===== config.mk =====
export PLATFORM = sky130hd
export DESIGN_NAME = memory_stage
export DESIGN_NICKNAME = d
export VERILOG_FILES = /design/src/rtl/common.sv /design/src/rtl/pipes.sv /design/src/rtl/mem_align.sv /design/src/rtl/memory_stage.sv
export SDC_FILE = /design/constraint.sdc
export NUM_CORES = 1
export LEC_CHECK = 0
export CORE_AREA = 2 2 237 239
export DETAILED_ROUTE_END_ITERATION = 8
export DIE_AREA = 0 0 239 241
export PLACE_DENSITY_LB_ADDON = 0.08
export SKIP_CTS_REPAIR_TIMING = 1
export SLEW_MARGIN = 5
export SYNTH_ARGS = -nofsm -noshare
export SYNTH_HDL_FRONTEND = slang
export SYNTH_SLANG_ARGS = --single-unit

===== constraint.sdc =====
create_clock -name clk -period 4.93 [get_ports clk]
set_input_delay 1.2325 -clock clk [delete_from_list [all_inputs] [get_ports clk]]
set_output_delay 1.2325 -clock clk [all_outputs]
set_load 0.1 [all_outputs]

===== src/rtl/common.sv =====
// rtl/common.sv - machine-wide scalar types shared by the pipeline
package common;

    typedef logic [63:0] word_t;
    typedef logic [63:0] addr_t;
    typedef logic [7:0]  strobe_t;

    // Encoded as log2 of the access width in bytes
    typedef enum logic [1:0] {
        MSIZE1 = 2'd0,
        MSIZE2 = 2'd1,
        MSIZE4 = 2'd2,
        MSIZE8 = 2'd3
    } msize_t;

endpackage


===== src/rtl/pipes.sv =====
// rtl/pipes.sv - inter-stage bundles, MEM state encoding and op helpers
package pipes;
    import common::*;

    typedef enum logic [3:0] {
        OP_ADD = 4'd0,
        OP_SUB = 4'd1,
        OP_LB  = 4'd2,
        OP_LH  = 4'd3,
        OP_LW  = 4'd4,
        OP_LD  = 4'd5,
        OP_LBU = 4'd6,
        OP_LHU = 4'd7,
        OP_LWU = 4'd8,
        OP_SB  = 4'd9,
        OP_SH  = 4'd10,
        OP_SW  = 4'd11,
        OP_SD  = 4'd12
    } op_t;

    typedef struct packed {
        op_t        op;
        logic       memread;
        logic       memwrite;
        logic       regwrite;
        logic [4:0] dst;
    } execute_ctl_t;

    typedef struct packed {
        addr_t        pc;
        logic [31:0]  instruction;
        word_t        result;
        word_t        memdata;
        execute_ctl_t ctl;
    } execute_data_t;

    typedef struct packed {
        op_t        op;
        logic       regwrite;
        logic [4:0] dst;
    } memory_ctl_t;

    typedef struct packed {
        addr_t       pc;
        logic [31:0] instruction;
        word_t       result;
        memory_ctl_t ctl;
    } memory_data_t;

    typedef logic [1:0] mem_state_t;
    localparam mem_state_t S_IDLE = 2'd0;
    localparam mem_state_t S_REQ  = 2'd1;
    localparam mem_state_t S_DATA = 2'd2;

    function automatic msize_t op_size(op_t op);
        case (op)
            OP_LB, OP_LBU, OP_SB: return MSIZE1;
            OP_LH, OP_LHU, OP_SH: return MSIZE2;
            OP_LW, OP_LWU, OP_SW: return MSIZE4;
            default:              return MSIZE8;
        endcase
    endfunction

    function automatic logic op_is_store(op_t op);
        return op inside {OP_SB, OP_SH, OP_SW, OP_SD};
    endfunction

endpackage


===== src/rtl/mem_align.sv =====
// rtl/mem_align.sv - byte-lane steering for stores and extension for loads
module mem_align
    import common::*;
    import pipes::*;
(
    input  op_t         op,
    input  logic [2:0]  addr,
    input  word_t       memdata,
    input  word_t       dresp_data,
    output msize_t      size,
    output strobe_t     strobe,
    output word_t       store_data,
    output word_t       load_data,
    output logic        misalign
);

    logic [5:0] shamt;
    word_t      raw;

    assign size       = op_size(op);
    assign shamt      = {addr, 3'b000};
    assign store_data = memdata << shamt;
    assign raw        = dresp_data >> shamt;

    always_comb begin
        strobe   = '0;
        misalign = 1'b0;
        case (size)
            MSIZE1: strobe = 8'h01 << addr;
            MSIZE2: begin
                strobe   = 8'h03 << addr;
                misalign = addr[0];
            end
            MSIZE4: begin
                strobe   = 8'h0f << addr;
                misalign = |addr[1:0];
            end
            default: begin
                strobe   = 8'hff << addr;
                misalign = |addr;
            end
        endcase
        // Loads never assert byte enables
        if (!op_is_store(op)) begin
            strobe = '0;
        end
    end

    always_comb begin
        load_data = raw;
        case (op)
            OP_LB:   load_data = {{56{raw[7]}},  raw[7:0]};
            OP_LH:   load_data = {{48{raw[15]}}, raw[15:0]};
            OP_LW:   load_data = {{32{raw[31]}}, raw[31:0]};
            OP_LBU:  load_data = {56'd0, raw[7:0]};
            OP_LHU:  load_data = {48'd0, raw[15:0]};
            OP_LWU:  load_data = {32'd0, raw[31:0]};
            default: load_data = raw;
        endcase
    end

endmodule


===== src/rtl/memory_stage.sv =====
// rtl/memory_stage.sv - MEM stage: data-bus FSM, cur latch and output register
module memory_stage
    import common::*;
    import pipes::*;
(
    input  logic          clk,
    input  logic          reset,
    input  logic          in_valid,
    input  execute_data_t dataE,
    output logic          in_ready,
    output logic          out_valid,
    output memory_data_t  dataM,
    output logic          out_misalign,
    output logic          dreq_valid,
    output logic          dreq_write,
    output addr_t         dreq_addr,
    output msize_t        dreq_size,
    output strobe_t       dreq_strobe,
    output word_t         dreq_data,
    input  logic          dresp_addr_ok,
    input  logic          dresp_data_ok,
    input  word_t         dresp_data
);

    mem_state_t    state;
    execute_data_t cur;
    memory_data_t  pass_e;
    memory_data_t  done_c;

    logic       idle;
    logic       is_mem;
    logic       complete;
    op_t        al_op;
    logic [2:0] al_off;
    word_t      al_memdata;
    msize_t     al_size;
    strobe_t    al_strobe;
    word_t      al_store;
    word_t      al_load;
    logic       al_mis;

    assign idle   = (state == S_IDLE);
    assign is_mem = dataE.ctl.memread | dataE.ctl.memwrite;

    // In S_IDLE the aligner looks at the incoming op to flag misalignment;
    // once a request is in flight it looks only at cur.
    assign al_op      = idle ? dataE.ctl.op      : cur.ctl.op;
    assign al_off     = idle ? dataE.result[2:0] : cur.result[2:0];
    assign al_memdata = idle ? dataE.memdata     : cur.memdata;

    mem_align u_align (
        .op         (al_op),
        .addr       (al_off),
        .memdata    (al_memdata),
        .dresp_data (dresp_data),
        .size       (al_size),
        .strobe     (al_strobe),
        .store_data (al_store),
        .load_data  (al_load),
        .misalign   (al_mis)
    );

    assign in_ready    = idle;
    assign dreq_valid  = (state == S_REQ);
    assign dreq_write  = cur.ctl.memwrite;
    assign dreq_addr   = cur.result;
    assign dreq_size   = al_size;
    assign dreq_strobe = (state == S_REQ) ? al_strobe : '0;
    assign dreq_data   = al_store;

    assign complete = ((state == S_REQ) && dresp_addr_ok && dresp_data_ok) ||
                      ((state == S_DATA) && dresp_data_ok);

    // pass_e serves both ALU pass-through and misaligned rejects, which never write back
    always_comb begin
        pass_e              = '0;
        pass_e.pc           = dataE.pc;
        pass_e.instruction  = dataE.instruction;
        pass_e.result       = dataE.result;
        pass_e.ctl.op       = dataE.ctl.op;
        pass_e.ctl.regwrite = dataE.ctl.regwrite & ~is_mem;
        pass_e.ctl.dst      = dataE.ctl.dst;
    end

    always_comb begin
        done_c              = '0;
        done_c.pc           = cur.pc;
        done_c.instruction  = cur.instruction;
        done_c.result       = cur.ctl.memread ? al_load : cur.result;
        done_c.ctl.op       = cur.ctl.op;
        done_c.ctl.regwrite = cur.ctl.memread & cur.ctl.regwrite;
        done_c.ctl.dst      = cur.ctl.dst;
    end

    always_ff @(posedge clk) begin
        if (!reset) begin
            state        <= S_IDLE;
            cur          <= '0;
            dataM        <= '0;
            out_valid    <= 1'b0;
            out_misalign <= 1'b0;
        end else begin
            out_valid    <= 1'b0;
            out_misalign <= 1'b0;
            case (state)
                S_IDLE: begin
                    if (in_valid) begin
                        if (!is_mem) begin
                            out_valid <= 1'b1;
                            dataM     <= pass_e;
                        end else begin
                            cur <= dataE;
                            if (al_mis) begin
                                out_valid    <= 1'b1;
                                out_misalign <= 1'b1;
                                dataM        <= pass_e;
                            end else begin
                                state <= S_REQ;
                            end
                        end
                    end
                end
                S_REQ: begin
                    if (dresp_addr_ok) begin
                        state <= dresp_data_ok ? S_IDLE : S_DATA;
                    end
                end
                S_DATA: begin
                    if (dresp_data_ok) begin
                        state <= S_IDLE;
                    end
                end
                default: state <= S_IDLE;
            endcase
            if (complete) begin
                out_valid <= 1'b1;
                dataM     <= done_c;
            end
        end
    end

endmodule

# Word-level counts from Yosys, hierarchy flattened
# Memory sizes are Yosys's and may differ from the RTL's.
# Index checks and enable logic that the tools add are counted.
[word_totals] romBits=32 input_bits=305 regBits=410 wordCells=90 out_inout_bits=313 n_memories=1
[memory_table] memory="(no name shown)" words=16 width=2 read_ports=1 rd_clocked_by_memory_dff=0 write_ports=0 line_no="pipes.sv:56" source="case (op)"
[op_classes] bitwise_logic=4 n_mux=26 shifts=6 reduce_logical=15 n_eq_ne=20
[ops] cell="$mux 170" count=5
[ops] cell="$pmux 64 s6" count=1
[ops] cell="$mux 64" count=2
[ops] cell="$shl 64x6->64" count=1
[ops] cell="$shr 64x6->64" count=1
[ops] cell="$pmux 8 s3" count=1
[ops] cell="$eq 4x4->1 const B" count=5
[ops] cell="$mux 8" count=2
[ops] cell="$eq 4x3->1 const B" count=3
[ops] cell="$mux 2" count=6
[ops] cell="$eq 4x2->1 const B" count=2
[ops] cell="$shl 1x3->8 const A" count=1
[ops] cell="$shl 2x3->8 const A" count=1
[ops] cell="$shl 4x3->8 const A" count=1
[ops] cell="$shl 8x3->8 const A" count=1
[ops] cell="$ne 2x2->1 const B" count=3
[ops] cell="$pmux 2 s3" count=1
[ops] cell="$reduce_and 3->1" count=2
[ops] cell="$mux 1" count=5
[ops] cell="$reduce_and 5->1" count=1
[ops] cell="$eq 2x1->1 const B" count=2
[ops] cell="$eq 2x2->1 const B" count=2
[ops] cell="$logic_not 2->1" count=2
[ops] cell="$mux 4" count=1
[ops] cell="14 further kinds" count=19

# Depth between registers and ports, before layout
# An unclocked memory read counts as a cell.
[depth] ltp_word=10 ltp_mapped=18

# Cells and area by module
# Synthesis repeated with hierarchy kept, for this count alone.
[unflattened] cells_unflattened=2974 hier_area_um2=24329.6
[modules_own_cells] module="memory_stage" seq_area_each_um2=8207.9 area_per_inst_um2=19985.4 cells_per_inst=2340 n_inst=1
[modules_own_cells] module="mem_align" seq_area_each_um2=0.0 area_per_inst_um2=4344.2 cells_per_inst=634 n_inst=1

# Worst setup path after synthesis
# No wires, ideal clock.
[synth_timing] path_type="register to output" startpoint="register state[1]" endpoint="output dreq_strobe[5]" t_arrival_ns=7.180 n_path_buf=4 stages_incl_launch_ff=15 path_slack_ns=-3.483 cell_sequence="dfxtp_1 or2_1 buf_2 inv_2 buf_4 clkbuf_1 buf_1 mux2i_1 ha_1 nand2b_1 a211oi_1 a211oi_2 o21ai_0 a21o_1 a221oi_1"
[synth_via] elab_chain_len=7 elab_cells_between_ends=20
[synth_rtl] element="from (decl)" line_no="memory_stage.sv:25" source="mem_state_t state;"
[synth_rtl] element="from (signal assigned)" line_no="memory_stage.sv:125" source="state <= dresp_data_ok ? S_IDLE : S_DATA;"
[synth_rtl] element="$logic_not 2->1 *" line_no="memory_stage.sv:42" source="assign idle = (state == S_IDLE);"
[synth_rtl] element="net in_ready" line_no="memory_stage.sv:10" source="output logic in_ready,"
[synth_rtl] element="$mux 4 *" line_no="memory_stage.sv:47" source="assign al_op = idle ? dataE.ctl.op : cur.ctl.op;"
[synth_rtl] element="$mem_v2 16x2 *"
[synth_rtl] element="net dreq_size[0]" line_no="memory_stage.sv:17" source="output msize_t dreq_size,"
[synth_rtl] element="$eq 2x2->1 (tied with other cells)" line_no="mem_align.sv:28" source="case (size)"
[synth_rtl] element="$pmux 8 s3 *" line_no="mem_align.sv:28"
[synth_rtl] element="$mux 8 *" line_no="mem_align.sv:44" source="if (!op_is_store(op)) begin"
[synth_rtl] element="$mux 8 *" line_no="memory_stage.sv:68" source="assign dreq_strobe = (state == S_REQ) ? al_strobe : '0;"
[synth_rtl] element="to (decl)" line_no="memory_stage.sv:18" source="output strobe_t dreq_strobe,"
# The timed path passes the listed nets; every way through them passes the cells marked *.

# Final worst setup path
[layout_timing] startpoint="register state[1]" endpoint="output dreq_data[59]"
[layout_via] elab_chain_len=3 elab_cells_between_ends=4
[layout_rtl] element="$logic_not 2->1 *" line_no="memory_stage.sv:42"
[layout_rtl] element="$mux 64 / $mux 3 (equally long branches)" line_no="memory_stage.sv:49, memory_stage.sv:48"
[layout_rtl] element="$shl 64x6->64 *" line_no="mem_align.sv:22" source="assign store_data = memdata << shamt;"
[layout_rtl] element="to (decl)" line_no="memory_stage.sv:19" source="output word_t dreq_data,"
# Mark *: on every way between the ends. The rest lies on a longest branch, timed or not.

==> impl_metrics.yaml <==
power_and_ir_drop:
  pwr-share-comb_pct: 39.8
  powerDensity_nw_per_um2: 385
  switching_component_of_the_power_mw: 5.00
  vdd_ir_drop_max_mv: 0.310
  clockPowerShare_pct: 29.0
  power.static_leakage_nw: 11.8
  power.switching_fraction_pct: 41.5
  p_seq_share_pct: 31.2
  p_int_mw: 7.06
timing:
  finalWorstSetupSlack_ns: 0.0667
  finalCritPeriodShare_pct: 98.6
  skew_ns: 0.0187
  achievable_clock_frequency_mhz: 206
  finalSetupViolations: 0
  unrepaired_setup_endpoints_after_global_routing: "false"
  final_period_minus_worst_setup_slack_ns: 4.86
  final-hold-violation-count: 0
  worst-slew-pin-transition_ns: 1.15
  final_max_slew_viol_count: 0
  worst_slew_slack_as_a_fraction_of_its_limit_pct: 23.1
die:
  io_pins: 618
  die_area_um2: 57600
  dieHeight_um: 241
  row_count: 86
  initial_utilization_pct: 40.8
  floorplan.core_area_um2: 54900
  die-width_um: 239
layout:
  layout-area-overhead-vs-synth_pct: 40.2
  nFillCells: 5070
  post_route_cells_drive_above_1_share_pct: 11.2
  final_cell_count_no_fill: 4119
  design.final.nets: 3675
drt:
  drt_pass1_iterations: 6
  postRouteWirelength_mm: 92.6
  drt-vias-per-instance: 5.59
  drc_errors: 0
  vias: 23000
  postRouteAntennaNets: 0
  wl_per_cell_um: 22.5
  drt_iter0_markers: 1668
logic_synthesis:
  post_synth_inst_count: 2950
  postSynth.asyncResetShare_pct: 0
  synth_area_um2: 22400
  synth-edff-count: 0
  dominantRegCellSynth: "sky130_fd_sc_hd__dfxtp_1"
  post_synth.cell_area_avg_um2: 7.58
  flip_flop_and_latch_count_after_synthesis: 410
  ys_types: 64
  synthesis.yosys.warnings: 0
  postSynthNetCount: 3260
  sequential_to_total_area_share_from_yosys_stat_pct: 36.7
placed_design:
  post-place-ws_ns: -0.0156
  place.port_buffers: 617
  post-place-cells: 4017
  dpl.hpwl_mm: 66.1
  place_congestion: 0.955
worst_setup_path:
  cp_max_fo: 33
  cp-start-kind: "register"
  worstPathArrival_ns: 3.63
  critPathCaptureType: "output port"
  worstSetupPathType: "reg -> out"
  timing.critical_path.required_ns: 3.70
clock_network:
  worst_skew_pair.late_latency_ns: 0.59
  clk_pin_slew_ns: 0.06
  cts_sinks: 410
  cts_buffers: 47
  cts.root.buffer_cell: "sky130_fd_sc_hd__clkbuf_16"
  cts-root-to-sink-buffers: 3
  cts_h_tree_depth: 2
  tritoncts: "yes"
global_routing:
  grt_antenna_before_repair: 18
  grt_pass1_vias: 21900
  grt_start_max_net_pins: 122
  global_route.usage.total_pct: 30.7
  gr-total-overflow: 0
  global_route_wire_length_before_repair_mm: 137
run_status:
  status: "completed"
min_path:
  holdCritPathClass: "reg -> reg"
run:
  cap_violations: 0
-- synthesized netlist by cell type, types with 8 or more instances --
| library cell | number | share of area, % |
|---|---|---|
| sky130_fd_sc_hd__mux2_2 | 31 | 1.6 |
| sky130_fd_sc_hd__buf_2 | 33 | 0.74 |
| sky130_fd_sc_hd__buf_4 | 80 | 2.7 |
| sky130_fd_sc_hd__and3_1 | 16 | 0.45 |
| sky130_fd_sc_hd__a211oi_2 | 10 | 0.56 |
| sky130_fd_sc_hd__a211oi_1 | 77 | 2.6 |
| sky130_fd_sc_hd__nand2b_1 | 47 | 1.3 |
| sky130_fd_sc_hd__nor2_1 | 132 | 2.2 |
| sky130_fd_sc_hd__mux2i_1 | 128 | 5.7 |
| sky130_fd_sc_hd__nor2b_1 | 24 | 0.67 |
| sky130_fd_sc_hd__clkbuf_1 | 189 | 3.2 |
| sky130_fd_sc_hd__a31oi_1 | 120 | 3.4 |
| sky130_fd_sc_hd__mux4_2 | 15 | 1.5 |
| sky130_fd_sc_hd__nand2_1 | 839 | 14 |
| sky130_fd_sc_hd__nand3_1 | 19 | 0.43 |
| sky130_fd_sc_hd__a2bb2oi_1 | 8 | 0.31 |
| sky130_fd_sc_hd__and2_1 | 15 | 0.42 |
| sky130_fd_sc_hd__dfxtp_1 | 410 | 37 |
| sky130_fd_sc_hd__o31ai_1 | 35 | 1.2 |
| sky130_fd_sc_hd__o2bb2ai_1 | 9 | 0.35 |
| sky130_fd_sc_hd__nor3_1 | 32 | 0.72 |
| sky130_fd_sc_hd__buf_1 | 21 | 0.35 |
| sky130_fd_sc_hd__o22ai_1 | 8 | 0.22 |
| sky130_fd_sc_hd__o31a_1 | 8 | 0.31 |
| sky130_fd_sc_hd__a21oi_1 | 143 | 3.2 |
| sky130_fd_sc_hd__a21boi_0 | 236 | 7.9 |
| sky130_fd_sc_hd__o32ai_1 | 8 | 0.31 |
| sky130_fd_sc_hd__o21ai_0 | 189 | 4.2 |
| sky130_fd_sc_hd__o221ai_1 | 8 | 0.31 |
-- logic make-up (layout without fill, tap and decap cells) --
group,after synthesis,after routing,synth area share (%)
XOR/XNOR,1,1,0.0392
adder cells (fa/ha/maj),5,5,0.280
buffers and inverters,337,788,7.43
multiplexers,174,174,8.80
AND/OR/NAND/NOR,1143,1143,21.0
other,0,14,0
AO/OA/AOI/OAI,880,880,25.7
flip-flops,410,410,36.7
-- through the flow --
| step | total power [mW] | instance area, um2 | setup TNS, ns | util [%] | hold slack (ns) |
|---|---|---|---|---|---|
| 2_1_floorplan | 7.05 | 22800 | -1.66 | - | 0.439 |
| 3_3_place_gp | 8.58 | 29800 | -0.0210 | 54.2 | 0.446 |
| 3_5_place_dp | 8.62 | 29800 | -0.0156 | 54.2 | 0.453 |
| 4_1_cts | 12.1 | 31300 | -0.269 | 57.0 | 0.461 |
| 5_1_grt | 12.5 | 31400 | 0 | 57.1 | 0.480 |
| 6_report | 12.1 | 31400 | 0 | 57.2 | 0.457 |
-- layout by cell type, fill, tap and decap left out, types with 10 or more instances in the layout --
| master | netlist | final |
|---|---|---|
| sky130_fd_sc_hd__nor2_2 | 0 | 18 |
| sky130_fd_sc_hd__and3_1 | 16 | 16 |
| sky130_fd_sc_hd__clkdlybuf4s50_1 | 0 | 536 |
| sky130_fd_sc_hd__nand2_1 | 839 | 835 |
| sky130_fd_sc_hd__o21ai_0 | 189 | 187 |
| sky130_fd_sc_hd__clkbuf_16 | 0 | 47 |
| sky130_fd_sc_hd__nor2_1 | 132 | 110 |
| sky130_fd_sc_hd__nand2b_1 | 47 | 47 |
| sky130_fd_sc_hd__mux2_2 | 31 | 30 |
| sky130_fd_sc_hd__diode_2 | 0 | 14 |
| sky130_fd_sc_hd__clkinv_2 | 0 | 10 |
| sky130_fd_sc_hd__buf_12 | 0 | 93 |
| sky130_fd_sc_hd__a31oi_1 | 120 | 120 |
| sky130_fd_sc_hd__nor3_1 | 32 | 31 |
| sky130_fd_sc_hd__buf_4 | 80 | 61 |
| sky130_fd_sc_hd__mux2i_1 | 128 | 126 |
| sky130_fd_sc_hd__and2_1 | 15 | 13 |
| sky130_fd_sc_hd__a21oi_1 | 143 | 124 |
| sky130_fd_sc_hd__a211oi_2 | 10 | 10 |
| sky130_fd_sc_hd__nor2b_1 | 24 | 24 |
| sky130_fd_sc_hd__clkbuf_8 | 0 | 10 |
| sky130_fd_sc_hd__mux4_2 | 15 | 15 |
| sky130_fd_sc_hd__o31ai_1 | 35 | 34 |
| sky130_fd_sc_hd__a21boi_0 | 236 | 236 |
| sky130_fd_sc_hd__nand3_1 | 19 | 19 |
| sky130_fd_sc_hd__a21oi_2 | 0 | 16 |
| sky130_fd_sc_hd__dfxtp_1 | 410 | 408 |
| sky130_fd_sc_hd__a211oi_1 | 77 | 74 |
| sky130_fd_sc_hd__clkbuf_1 | 189 | 11 |
-- cell type report --
class / instances / area, um2 / share of cell area, %
diodes: 14 / 35.0 / 0.112
clock buffers: 68 / 1360 / 4.32
clock inverters: 17 / 166 / 0.531
inverters: 7 / 28.8 / 0.0918
multi-input cells: 2203 / 12900 / 41.2
flip-flops and latches: 410 / 8210 / 26.2
well taps: 704 / 881 / 2.81
repair buffers: 696 / 7750 / 24.7
-- registers in the layout (all words and copies together) (netlist names) --
register,count
out_misalign,1
state,2
dreq_addr,64
out_valid,1
dreq_write,1
dataM,170
cur,171
-- critical path, cell delays in order, from the launching register on --
cell and delay [ns]:
sky130_fd_sc_hd__dfxtp_1 0.30, sky130_fd_sc_hd__buf_4 0.18, sky130_fd_sc_hd__or2_2 0.34, sky130_fd_sc_hd__inv_4 0.14, sky130_fd_sc_hd__buf_4 0.43, sky130_fd_sc_hd__mux2i_1 0.33
sky130_fd_sc_hd__a21oi_1 0.60, sky130_fd_sc_hd__a21oi_1 0.15, sky130_fd_sc_hd__buf_4 0.18, sky130_fd_sc_hd__a21oi_4 0.19, sky130_fd_sc_hd__buf_12 0.19
-- power groups by stage --
| stage | clock [mW] | sequential, mW | combinational [mW] |
|---|---|---|---|
| 2_1_floorplan | 0 | 4.82 | 2.23 |
| 3_3_place_gp | 0 | 3.82 | 4.76 |
| 3_5_place_dp | 0 | 3.83 | 4.79 |
| 4_1_cts | 3.56 | 3.76 | 4.80 |
| 5_1_grt | 3.68 | 3.79 | 5.01 |
| 6_report | 3.49 | 3.76 | 4.81 |
-- worst paths after layout --
check                  endpoint  slack [ns]  cells after the start     start
hold / removal         cur[232]        0.46                      2  cur[232]
setup reg to reg      dataM[19]        0.82                     17  state[1]
hold reg to reg        cur[232]        0.46                      2  cur[232]
setup / recovery  dreq_data[59]        0.07                     10  state[1]
-- metal layers --
metal	vias to the layer above	track usage [%]	wire length, um
li1	11000	-	-
met1	11100	37.9	37300
met2	794	52.4	45300
met3	162	6.62	6740
met4	8	11.7	3240
met5	-	0	50
Power figures use the tool's default switching activity.
